<file path="config.mk">
export PLATFORM = sky130hd
export DESIGN_NAME = reg0_uart_tx_flat
export DESIGN_NICKNAME = d
export VERILOG_FILES = /design/src/rtl/uart_pkg.sv /design/src/rtl/reg0_uart_tx_if.sv /design/src/rtl/byte_fifo.sv /design/src/rtl/reg0_uart_tx.sv /design/src/flat_wrapper.sv
export SDC_FILE = /design/constraint.sdc
export NUM_CORES = 1
export LEC_CHECK = 0
export BUFFER_PORTS_ARGS = -buffer_cell sky130_fd_sc_hd__buf_2
export CAP_MARGIN = 20
export CELL_PAD_IN_SITES_DETAIL_PLACEMENT = 0
export CELL_PAD_IN_SITES_GLOBAL_PLACEMENT = 1
export CORE_MARGIN = 1
export CORE_UTILIZATION = 30
export CTS_BUF_LIST = sky130_fd_sc_hd__clkbuf_16
export DETAILED_ROUTE_END_ITERATION = 8
export PLACE_DENSITY = 0.47
export SETUP_SLACK_MARGIN = 0.5
export SLEW_MARGIN = 25
export SYNTH_ARGS = -nofsm -noshare
export SYNTH_HDL_FRONTEND = slang
export SYNTH_HIERARCHICAL = 1
export SYNTH_SLANG_ARGS = --single-unit
</file>
<file path="constraint.sdc">
create_clock -name clk -period 3.59 [get_ports clk]
set_clock_uncertainty 0.05 [all_clocks]
set_input_delay 0.8975 -clock clk [delete_from_list [all_inputs] [get_ports clk]]
set_output_delay 0.8975 -clock clk [all_outputs]
set_load 0.1 [all_outputs]
</file>
<file path="src/rtl/uart_pkg.sv">
// -----------------------------------------------------------------------------
// uart_pkg
//   Shared definitions for the reg0 UART transmitter slice: the transmitter
//   state encoding, the number of data bits per frame and the default bit
//   period for a 27 MHz clock at 115200 baud.
// -----------------------------------------------------------------------------
package uart_pkg;

    // Transmitter frame phases. IDLE holds the line high between frames.
    typedef enum logic [1:0] {
        IDLE  = 2'd0,
        START = 2'd1,
        DATA  = 2'd2,
        STOP  = 2'd3
    } tx_state_t;

    // 8N1 framing: eight data bits, no parity, one stop bit.
    localparam int UART_DATA_BITS = 8;

    // 27 MHz / 115200 baud, rounded to the nearest whole clock count.
    localparam int DEFAULT_CLKS_PER_BIT = 234;

endpackage : uart_pkg

</file>
<file path="src/rtl/reg0_uart_tx_if.sv">
// -----------------------------------------------------------------------------
// reg0_uart_tx_if
//   CPU output-port write channel: the reg0 byte and its single-cycle write
//   strobe. The CPU side uses the master modport, the transmitter the slave.
//
//   reg0     [7:0]  byte presented by the CPU, valid while reg0_wr is high
//   reg0_wr         one-cycle write strobe
// -----------------------------------------------------------------------------
interface reg0_uart_tx_if;
    import uart_pkg::*;

    logic [UART_DATA_BITS-1:0] reg0;
    logic                      reg0_wr;

    modport master (output reg0, output reg0_wr);
    modport slave  (input  reg0, input  reg0_wr);

endinterface : reg0_uart_tx_if

</file>
<file path="src/rtl/byte_fifo.sv">
// -----------------------------------------------------------------------------
// byte_fifo
//   Small synchronous FIFO with show-ahead output: dout always presents the
//   head entry, and pop simply advances past it on the clock edge.
//
//   Parameters
//     DEPTH  number of entries; power of two, >= 2
//     WIDTH  entry width in bits
//
//   Ports
//     clk    system clock
//     rst    asynchronous reset, active-high (pointers and count only)
//     push   write din at the tail on this edge
//     din    data to write
//     pop    drop the head entry on this edge
//     dout   head entry (undefined while empty)
//     count  current occupancy, 0..DEPTH
//     full   count == DEPTH
//     empty  count == 0
//
//   A push while full is only taken when a pop happens on the same edge, so
//   the occupancy stays at DEPTH. A pop while empty is ignored.
// -----------------------------------------------------------------------------
module byte_fifo #(
    parameter int DEPTH = 8,
    parameter int WIDTH = 8
) (
    input  logic                     clk,
    input  logic                     rst,
    input  logic                     push,
    input  logic [WIDTH-1:0]         din,
    input  logic                     pop,
    output logic [WIDTH-1:0]         dout,
    output logic [$clog2(DEPTH):0]   count,
    output logic                     full,
    output logic                     empty
);

    localparam int PW = $clog2(DEPTH);
    localparam int CW = PW + 1;
    localparam logic [CW-1:0] COUNT_FULL = CW'(DEPTH);

    logic [WIDTH-1:0] mem [DEPTH];
    logic [PW-1:0]    wr_ptr;
    logic [PW-1:0]    rd_ptr;
    logic             do_push;
    logic             do_pop;

    assign full    = (count == COUNT_FULL);
    assign empty   = (count == '0);
    assign do_pop  = pop && !empty;
    assign do_push = push && (!full || do_pop);
    assign dout    = mem[rd_ptr];

    // NOTE: storage is deliberately left out of reset; only pointers and count
    // need a defined value, and a reset on the array would stop it mapping
    // onto RAM and add a large reset fan-out for no functional gain.
    always_ff @(posedge clk) begin
        if (do_push) begin
            mem[wr_ptr] <= din;
        end
    end

    // NOTE: all state here uses non-blocking assignments so every register
    // samples the pre-edge values of its neighbours, independent of the
    // order the simulator evaluates the always blocks.
    always_ff @(posedge clk or posedge rst) begin
        if (rst) begin
            wr_ptr <= '0;
            rd_ptr <= '0;
            count  <= '0;
        end else begin
            // Pointers are exactly PW bits wide, so +1 wraps modulo DEPTH.
            if (do_push) begin
                wr_ptr <= wr_ptr + 1'b1;
            end
            if (do_pop) begin
                rd_ptr <= rd_ptr + 1'b1;
            end
            case ({do_push, do_pop})
                2'b10:   count <= count + 1'b1;
                2'b01:   count <= count - 1'b1;
                default: count <= count;
            endcase
        end
    end

endmodule : byte_fifo

</file>
<file path="src/rtl/reg0_uart_tx.sv">
// -----------------------------------------------------------------------------
// reg0_uart_tx
//   Captures every byte the CPU writes to its reg0 output port into a small
//   FIFO and drains the FIFO over an 8N1, LSB-first UART transmitter so
//   program output can be watched on a host terminal. The CPU is never
//   stalled: a write that finds the FIFO full is dropped and flagged.
//
//   Parameters
//     CLKS_PER_BIT  clk cycles per UART bit; must be >= 2
//     FIFO_DEPTH    byte FIFO entries; power of two, >= 2
//
//   Ports
//     clk         system clock
//     rst         asynchronous reset, active-high
//     cpu         reg0 / reg0_wr write channel (slave side)
//     uart_tx     serial line, registered, idles high
//     busy        FIFO non-empty or a frame in progress
//     overflow    sticky until rst: a write was dropped because FIFO full
//     fifo_count  current FIFO occupancy
//
//   Timing: a write sampled on edge N with the transmitter idle and the FIFO
//   empty is popped on edge N+1, which is also the edge that drives the start
//   bit. A frame is exactly 10*CLKS_PER_BIT cycles, and queued bytes follow
//   each other with no idle gap between the stop bit and the next start bit.
// -----------------------------------------------------------------------------
module reg0_uart_tx
    import uart_pkg::*;
#(
    parameter int CLKS_PER_BIT = DEFAULT_CLKS_PER_BIT,
    parameter int FIFO_DEPTH   = 8
) (
    input  logic                          clk,
    input  logic                          rst,
    reg0_uart_tx_if.slave                 cpu,
    output logic                          uart_tx,
    output logic                          busy,
    output logic                          overflow,
    output logic [$clog2(FIFO_DEPTH):0]   fifo_count
);

    // Bit timer runs 0..CLKS_PER_BIT-1; bit index runs 0..UART_DATA_BITS-1.
    localparam int TW = (CLKS_PER_BIT > 1) ? $clog2(CLKS_PER_BIT) : 1;
    localparam int IW = $clog2(UART_DATA_BITS);
    localparam logic [TW-1:0] BIT_LAST = TW'(CLKS_PER_BIT - 1);
    localparam logic [IW-1:0] IDX_LAST = IW'(UART_DATA_BITS - 1);

    tx_state_t                 state;
    logic [TW-1:0]             bit_timer;
    logic [IW-1:0]             bit_idx;
    logic [UART_DATA_BITS-1:0] shift_reg;

    logic [UART_DATA_BITS-1:0] fifo_dout;
    logic                      fifo_full;
    logic                      fifo_empty;
    logic                      bit_done;
    logic                      pop;
    logic                      drop;

    // -------------------------------------------------------------------------
    // Byte queue between the CPU and the serial line
    // -------------------------------------------------------------------------
    byte_fifo #(
        .DEPTH (FIFO_DEPTH),
        .WIDTH (UART_DATA_BITS)
    ) u_fifo (
        .clk   (clk),
        .rst   (rst),
        .push  (cpu.reg0_wr),
        .din   (cpu.reg0),
        .pop   (pop),
        .dout  (fifo_dout),
        .count (fifo_count),
        .full  (fifo_full),
        .empty (fifo_empty)
    );

    assign bit_done = (bit_timer == BIT_LAST);

    // The transmitter takes a new byte either from idle or at the last cycle
    // of a stop bit, which is what makes back-to-back frames gapless.
    // NOTE: pop and drop get a default before any condition so that no path
    // through the block leaves them unassigned, which would infer a latch.
    always_comb begin
        pop  = 1'b0;
        drop = 1'b0;
        if (!fifo_empty) begin
            pop = (state == IDLE) || ((state == STOP) && bit_done);
        end
        // A write into a full FIFO survives only if a pop frees a slot on
        // the same edge.
        drop = cpu.reg0_wr && fifo_full && !pop;
    end

    // Either the shift register is mid-frame or bytes are still queued.
    assign busy = (state != IDLE) || (fifo_count != '0);

    // -------------------------------------------------------------------------
    // Sticky overflow flag, cleared only by reset
    // -------------------------------------------------------------------------
    always_ff @(posedge clk or posedge rst) begin
        if (rst) begin
            overflow <= 1'b0;
        end else if (drop) begin
            overflow <= 1'b1;
        end
    end

    // -------------------------------------------------------------------------
    // Transmit FSM. uart_tx is loaded with the level of the phase being
    // entered on the same edge as the state change, so the line is a plain
    // register output with no combinational path from the inputs.
    // -------------------------------------------------------------------------
    always_ff @(posedge clk or posedge rst) begin
        if (rst) begin
            state     <= IDLE;
            bit_timer <= '0;
            bit_idx   <= '0;
            shift_reg <= '0;
            uart_tx   <= 1'b1;
        end else begin
            case (state)
                IDLE: begin
                    uart_tx <= 1'b1;
                    if (pop) begin
                        shift_reg <= fifo_dout;
                        bit_timer <= '0;
                        uart_tx   <= 1'b0;
                        state     <= START;
                    end
                end

                START: begin
                    if (bit_done) begin
                        bit_timer <= '0;
                        bit_idx   <= '0;
                        uart_tx   <= shift_reg[0];
                        state     <= DATA;
                    end else begin
                        bit_timer <= bit_timer + 1'b1;
                    end
                end

                DATA: begin
                    if (bit_done) begin
                        bit_timer <= '0;
                        if (bit_idx == IDX_LAST) begin
                            uart_tx <= 1'b1;
                            state   <= STOP;
                        end else begin
                            // shift_reg[1] becomes shift_reg[0] on this edge,
                            // so it is the next bit to put on the line.
                            bit_idx   <= bit_idx + 1'b1;
                            shift_reg <= shift_reg >> 1;
                            uart_tx   <= shift_reg[1];
                        end
                    end else begin
                        bit_timer <= bit_timer + 1'b1;
                    end
                end

                STOP: begin
                    if (bit_done) begin
                        bit_timer <= '0;
                        if (pop) begin
                            shift_reg <= fifo_dout;
                            uart_tx   <= 1'b0;
                            state     <= START;
                        end else begin
                            uart_tx <= 1'b1;
                            state   <= IDLE;
                        end
                    end else begin
                        bit_timer <= bit_timer + 1'b1;
                    end
                end

                default: begin
                    bit_timer <= '0;
                    uart_tx   <= 1'b1;
                    state     <= IDLE;
                end
            endcase
        end
    end

endmodule : reg0_uart_tx

</file>
<file path="src/flat_wrapper.sv">
// flat-port wrapper written by rule: the top's interface ports become plain ports
module reg0_uart_tx_flat import uart_pkg::*;
#(
    parameter int CLKS_PER_BIT = DEFAULT_CLKS_PER_BIT,
    parameter int FIFO_DEPTH   = 8
)
  (clk, rst, uart_tx, busy, overflow, fifo_count, cpu_reg0, cpu_reg0_wr);
  reg0_uart_tx_if cpu_i ();
  input  logic clk;
  input  logic rst;
  output logic uart_tx;
  output logic busy;
  output logic overflow;
  output logic [$clog2(FIFO_DEPTH):0] fifo_count;
  input wire logic [$bits(cpu_i.reg0)-1:0] cpu_reg0;
  input wire logic [$bits(cpu_i.reg0_wr)-1:0] cpu_reg0_wr;
  assign cpu_i.reg0 = cpu_reg0;
  assign cpu_i.reg0_wr = cpu_reg0_wr;
  reg0_uart_tx #(.CLKS_PER_BIT(CLKS_PER_BIT), .FIFO_DEPTH(FIFO_DEPTH)) u_core (.clk(clk), .rst(rst), .cpu(cpu_i), .uart_tx(uart_tx), .busy(busy), .overflow(overflow), .fifo_count(fifo_count));
endmodule
</file>
==> out/metrics.yaml <==
filler_cell_count: 1407
p_per_area_nw_per_um2: 589
area.sequential_um2: 2760
insertedDiodeCount: 0
cp.buffers_inverters: 2
finalWorstPathRequiredPeriod_ns: 2.93
routabilityCongestion: 0.659
numClockSinks: 97
final_min_period_over_clock_period_pct: 81.7
worstPathRequired_ns: 3.81
synthDominantCellAreaShare_pct: 42.2
synthesis.area_per_instance_um2: 15.0
synthMostInstantiatedCell: "edfxtp_1"
critical-path-max-stage-delay_ns: 0.51
die_w_um: 125
largest_net_degree_at_the_start_of_global_routing: 24
post-route-util_pct: 36.1
crit_slowest_cell: "dfrtp_4"
mappedNetlistNets: 329
globalRouteTotalUtil_pct: 12.7
wire_per_inst_um: 17.5
timing.critical_path.to_type: "flip-flop"
drt.antenna.violating_nets: 0
cts_hold_buffers: 0
grt_busiest_layer: "met2"
maxClockFrequency_mhz: 341
hold_viol: 0
first_pass_iteration_count_of_the_detailed_router: 4
layout-drive-gt1-share_pct: 29.6
clock_tree_from_tritoncts: "done"
mappedNetlistArea_um2: 4550
htree_num_levels: 3
asyncSetResetFlopFracSynth_pct: 34.0
synthCells: 303
multiInputGateArea_um2: 1760
drcViolationCount: 0
yosysWarnings: 6
place.detailed.hpwl_um: 6270
place.port_buffers: 17
root_buffer: "clkbuf_16"
gr_overflow_total: 0
route.vias.total: 2501
postSynthRegisterBits: 97
regToRegSetupSlack_ns: 0.66
critical_path.cell_chain: "or3_4 > nor2_4 > nor2b_2 > a32oi_2 > inv_2 > o21ai_4 > or2_4 > inv_2 > ha_4 > a211o_1 > nand3_2 > mux2_4 > nand3b_1"
report.power.total_mw: 3.11
synth.top_cells.by_count: "edfxtp_1 (64), dfrtp_1 (32), nand2_1 (23)"
first_iter_violations: 140
ys_seq_area_share_pct: 60.4
maxCapViolations: 0
first_global_vias: 2535
timing.rr.end: "u_core/u_fifo/count[3]"
cell_type_with_the_highest_aggregate_area_in_the_netlist: "edfxtp_1"
grt_setup_unrepaired: "no"
place_area_um2: 4920
clock_tree.buffer_depth: 2
cell_repeated_most_along_the_worst_path: "inv_2"
globalRouteMet1Util_pct: 18.3
comb_power_share_pct: 21.5
numCtsBuffers: 9
number_of_enable_type_register_cells_in_the_synthesized_netlist: 64
worst_slew_margin_rel_pct: 47.2
hold_depth: 2
met2_usage_pct: 18.4
layout.cell_area.non_filler_um2: 5280
switching_power_mw: 0.985
proportion_of_power_drawn_by_flip_flops_and_latches_pct: 46.8
share_of_total_power_in_the_clock_network_pct: 31.6
grt_antenna_before_repair: 0
static-leakage-power_nw: 1.97
swShare_pct: 31.6
critPathMaxFanout: 5
worst-endpoint-arrival_ns: 3.16
core_region_area_um2: 14600
run_status: "complete, no violations"
drt_wl_total_um: 9110
hold_path.startpoint: "u_core/uart_tx"
placement_rows: 44
critical_path.startpoint_type: "flip-flop"
clkLatencyLatePin_ns: 0.34
synth_cell_type_count: 56
r2r-start: "u_core/u_fifo/count[2]"
worst_ir_drop_vdd_uv: 232
crit_type: "reg2reg"
end_point_of_the_most_critical_hold_path: "u_core/uart_tx"
grt_pass1_wl_um: 14800
largest_reg_flops: 64
syn_to_final_growth_pct: 16.1
cpLargestDelayFamily: "simple AND/OR/NAND/NOR gates"
timing_worst_slew_pin_value_ns: 0.792
netlist_top_cells_area: "edfxtp_1 (42%), dfrtp_1 (18%), mux4_1 (6.9%)"
gr-usage-met3_pct: 3.42
fp.dieH_um: 125
num_io_pins: 18
ys_dominant_reg_cell: "edfxtp_1"
finish.net_count: 356
die_area_um2: 15700
fin_tns_setup_ns: 0
avgViaCountPerCell: 4.82
clk_pin_slew_worst_paths_ns: 0.07
r2r.worst_path.cells: 13
timing.final.max_slew_violations: 0
floorplan.initialDensity_pct: 31.1
worst_hold_path_type: "reg2reg"
setup_viol: 0
intPower_mw: 2.13
power by group through the flow:
stage / sequential [mW] / clock, mW / combinational (mW)
after floorplan: 1.66 / 0 / 0.322
after global placement: 1.48 / 0 / 0.662
after detailed placement: 1.48 / 0 / 0.656
after CTS: 1.46 / 1.03 / 0.664
after global routing: 1.48 / 1.07 / 0.734
final: 1.46 / 0.984 / 0.671
cells by family after synthesis:
logic type	Yosys count	synth area share (%)
compound gates	47	7.92
xor+xnor	7	1.35
fa+ha+maj	15	4.29
buf+inv	28	2.89
flops	97	60.4
mux	40	15.3
simple gates	69	7.86
timing repair:
action,4_1_cts,5_1_grt
endpoints found under the hold margin,0,0
pin swaps,2,2
endpoints found under the setup margin,1,49
buffers inserted,2,2
resized for setup,0,7
layout make-up:
class | count | share of cell area, %
Sequential cell | 97 | 52.3
Clock inverter | 7 | 1.59
Timing Repair Buffer | 27 | 3.03
Tap cell | 184 | 4.36
Multi-Input combinational cell | 178 | 33.3
Clock buffer | 9 | 4.26
Inverter | 17 | 1.21
routing by layer:
layer	vias up	share of wire [%]
met1	1235	52
met3	9	2.6
li1	1228	-
met4	0	1.2
met5	-	0
met2	29	44
how the worst max path moves through the flow:
stage / slack, ns / from / depth (start not counted) / to
finish: 0.66 / u_core/u_fifo/count[2] / 13 / u_core/u_fifo/count[3]
global route: 0.51 / u_core/u_fifo/count[2] / 13 / u_core/u_fifo/count[3]
CTS: 0.51 / u_core/state[0] / 8 / u_core/u_fifo/mem[3][6]
detailed placement: 0.50 / u_core/u_fifo/count[2] / 13 / u_core/u_fifo/count[3]
global placement: 0.46 / u_core/u_fifo/count[2] / 13 / u_core/u_fifo/count[3]
floorplan: 0.52 / u_core/u_fifo/count[2] / 14 / u_core/u_fifo/count[3]
stage by stage:
step / std cells / hold WS (ns) / setup slack, ns
floorplan: 303 / 0.411 / 0.515
global placement: 499 / 0.419 / 0.463
detailed placement: 499 / 0.422 / 0.495
CTS: 517 / 0.431 / 0.513
global route: 519 / 0.468 / 0.509
finish: 519 / 0.431 / 0.658
cell usage in the layout (no fill, tap or decap), types with 3 or more instances in the layout:
master     synthesis  routed
nand2_1           23      23
buf_2              2      17
nand2b_1           7       7
inv_6              0       3
a21oi_1            6       5
a31oi_1            8       8
dfrtp_4            0       3
a22o_1             3       3
nand3_1            8       7
mux2_4             6       7
mux4_1            12      12
o21ai_0            6       6
edfxtp_1          64      64
o21ai_1            4       4
xnor2_1            5       5
inv_1             17      13
mux4_2             4       4
dfrtp_1           32      28
inv_2              0       4
buf_4              0      10
nor2_1            11       4
ha_1              14      12
mux2_2            15      14
nor2_2             0       6
or4_1              3       3
clkbuf_16          0       9
worst reg2reg max path, cell delays in order (launching register included):
cell	delay [ns]
dfrtp_4	0.51
or3_4	0.42
nor2_4	0.17
nor2b_2	0.07
a32oi_2	0.23
inv_2	0.11
o21ai_4	0.10
or2_4	0.17
inv_2	0.06
ha_4	0.20
a211o_1	0.29
nand3_2	0.10
mux2_4	0.29
nand3b_1	0.09
No activity file was read; power rests on OpenSTA's default activity.
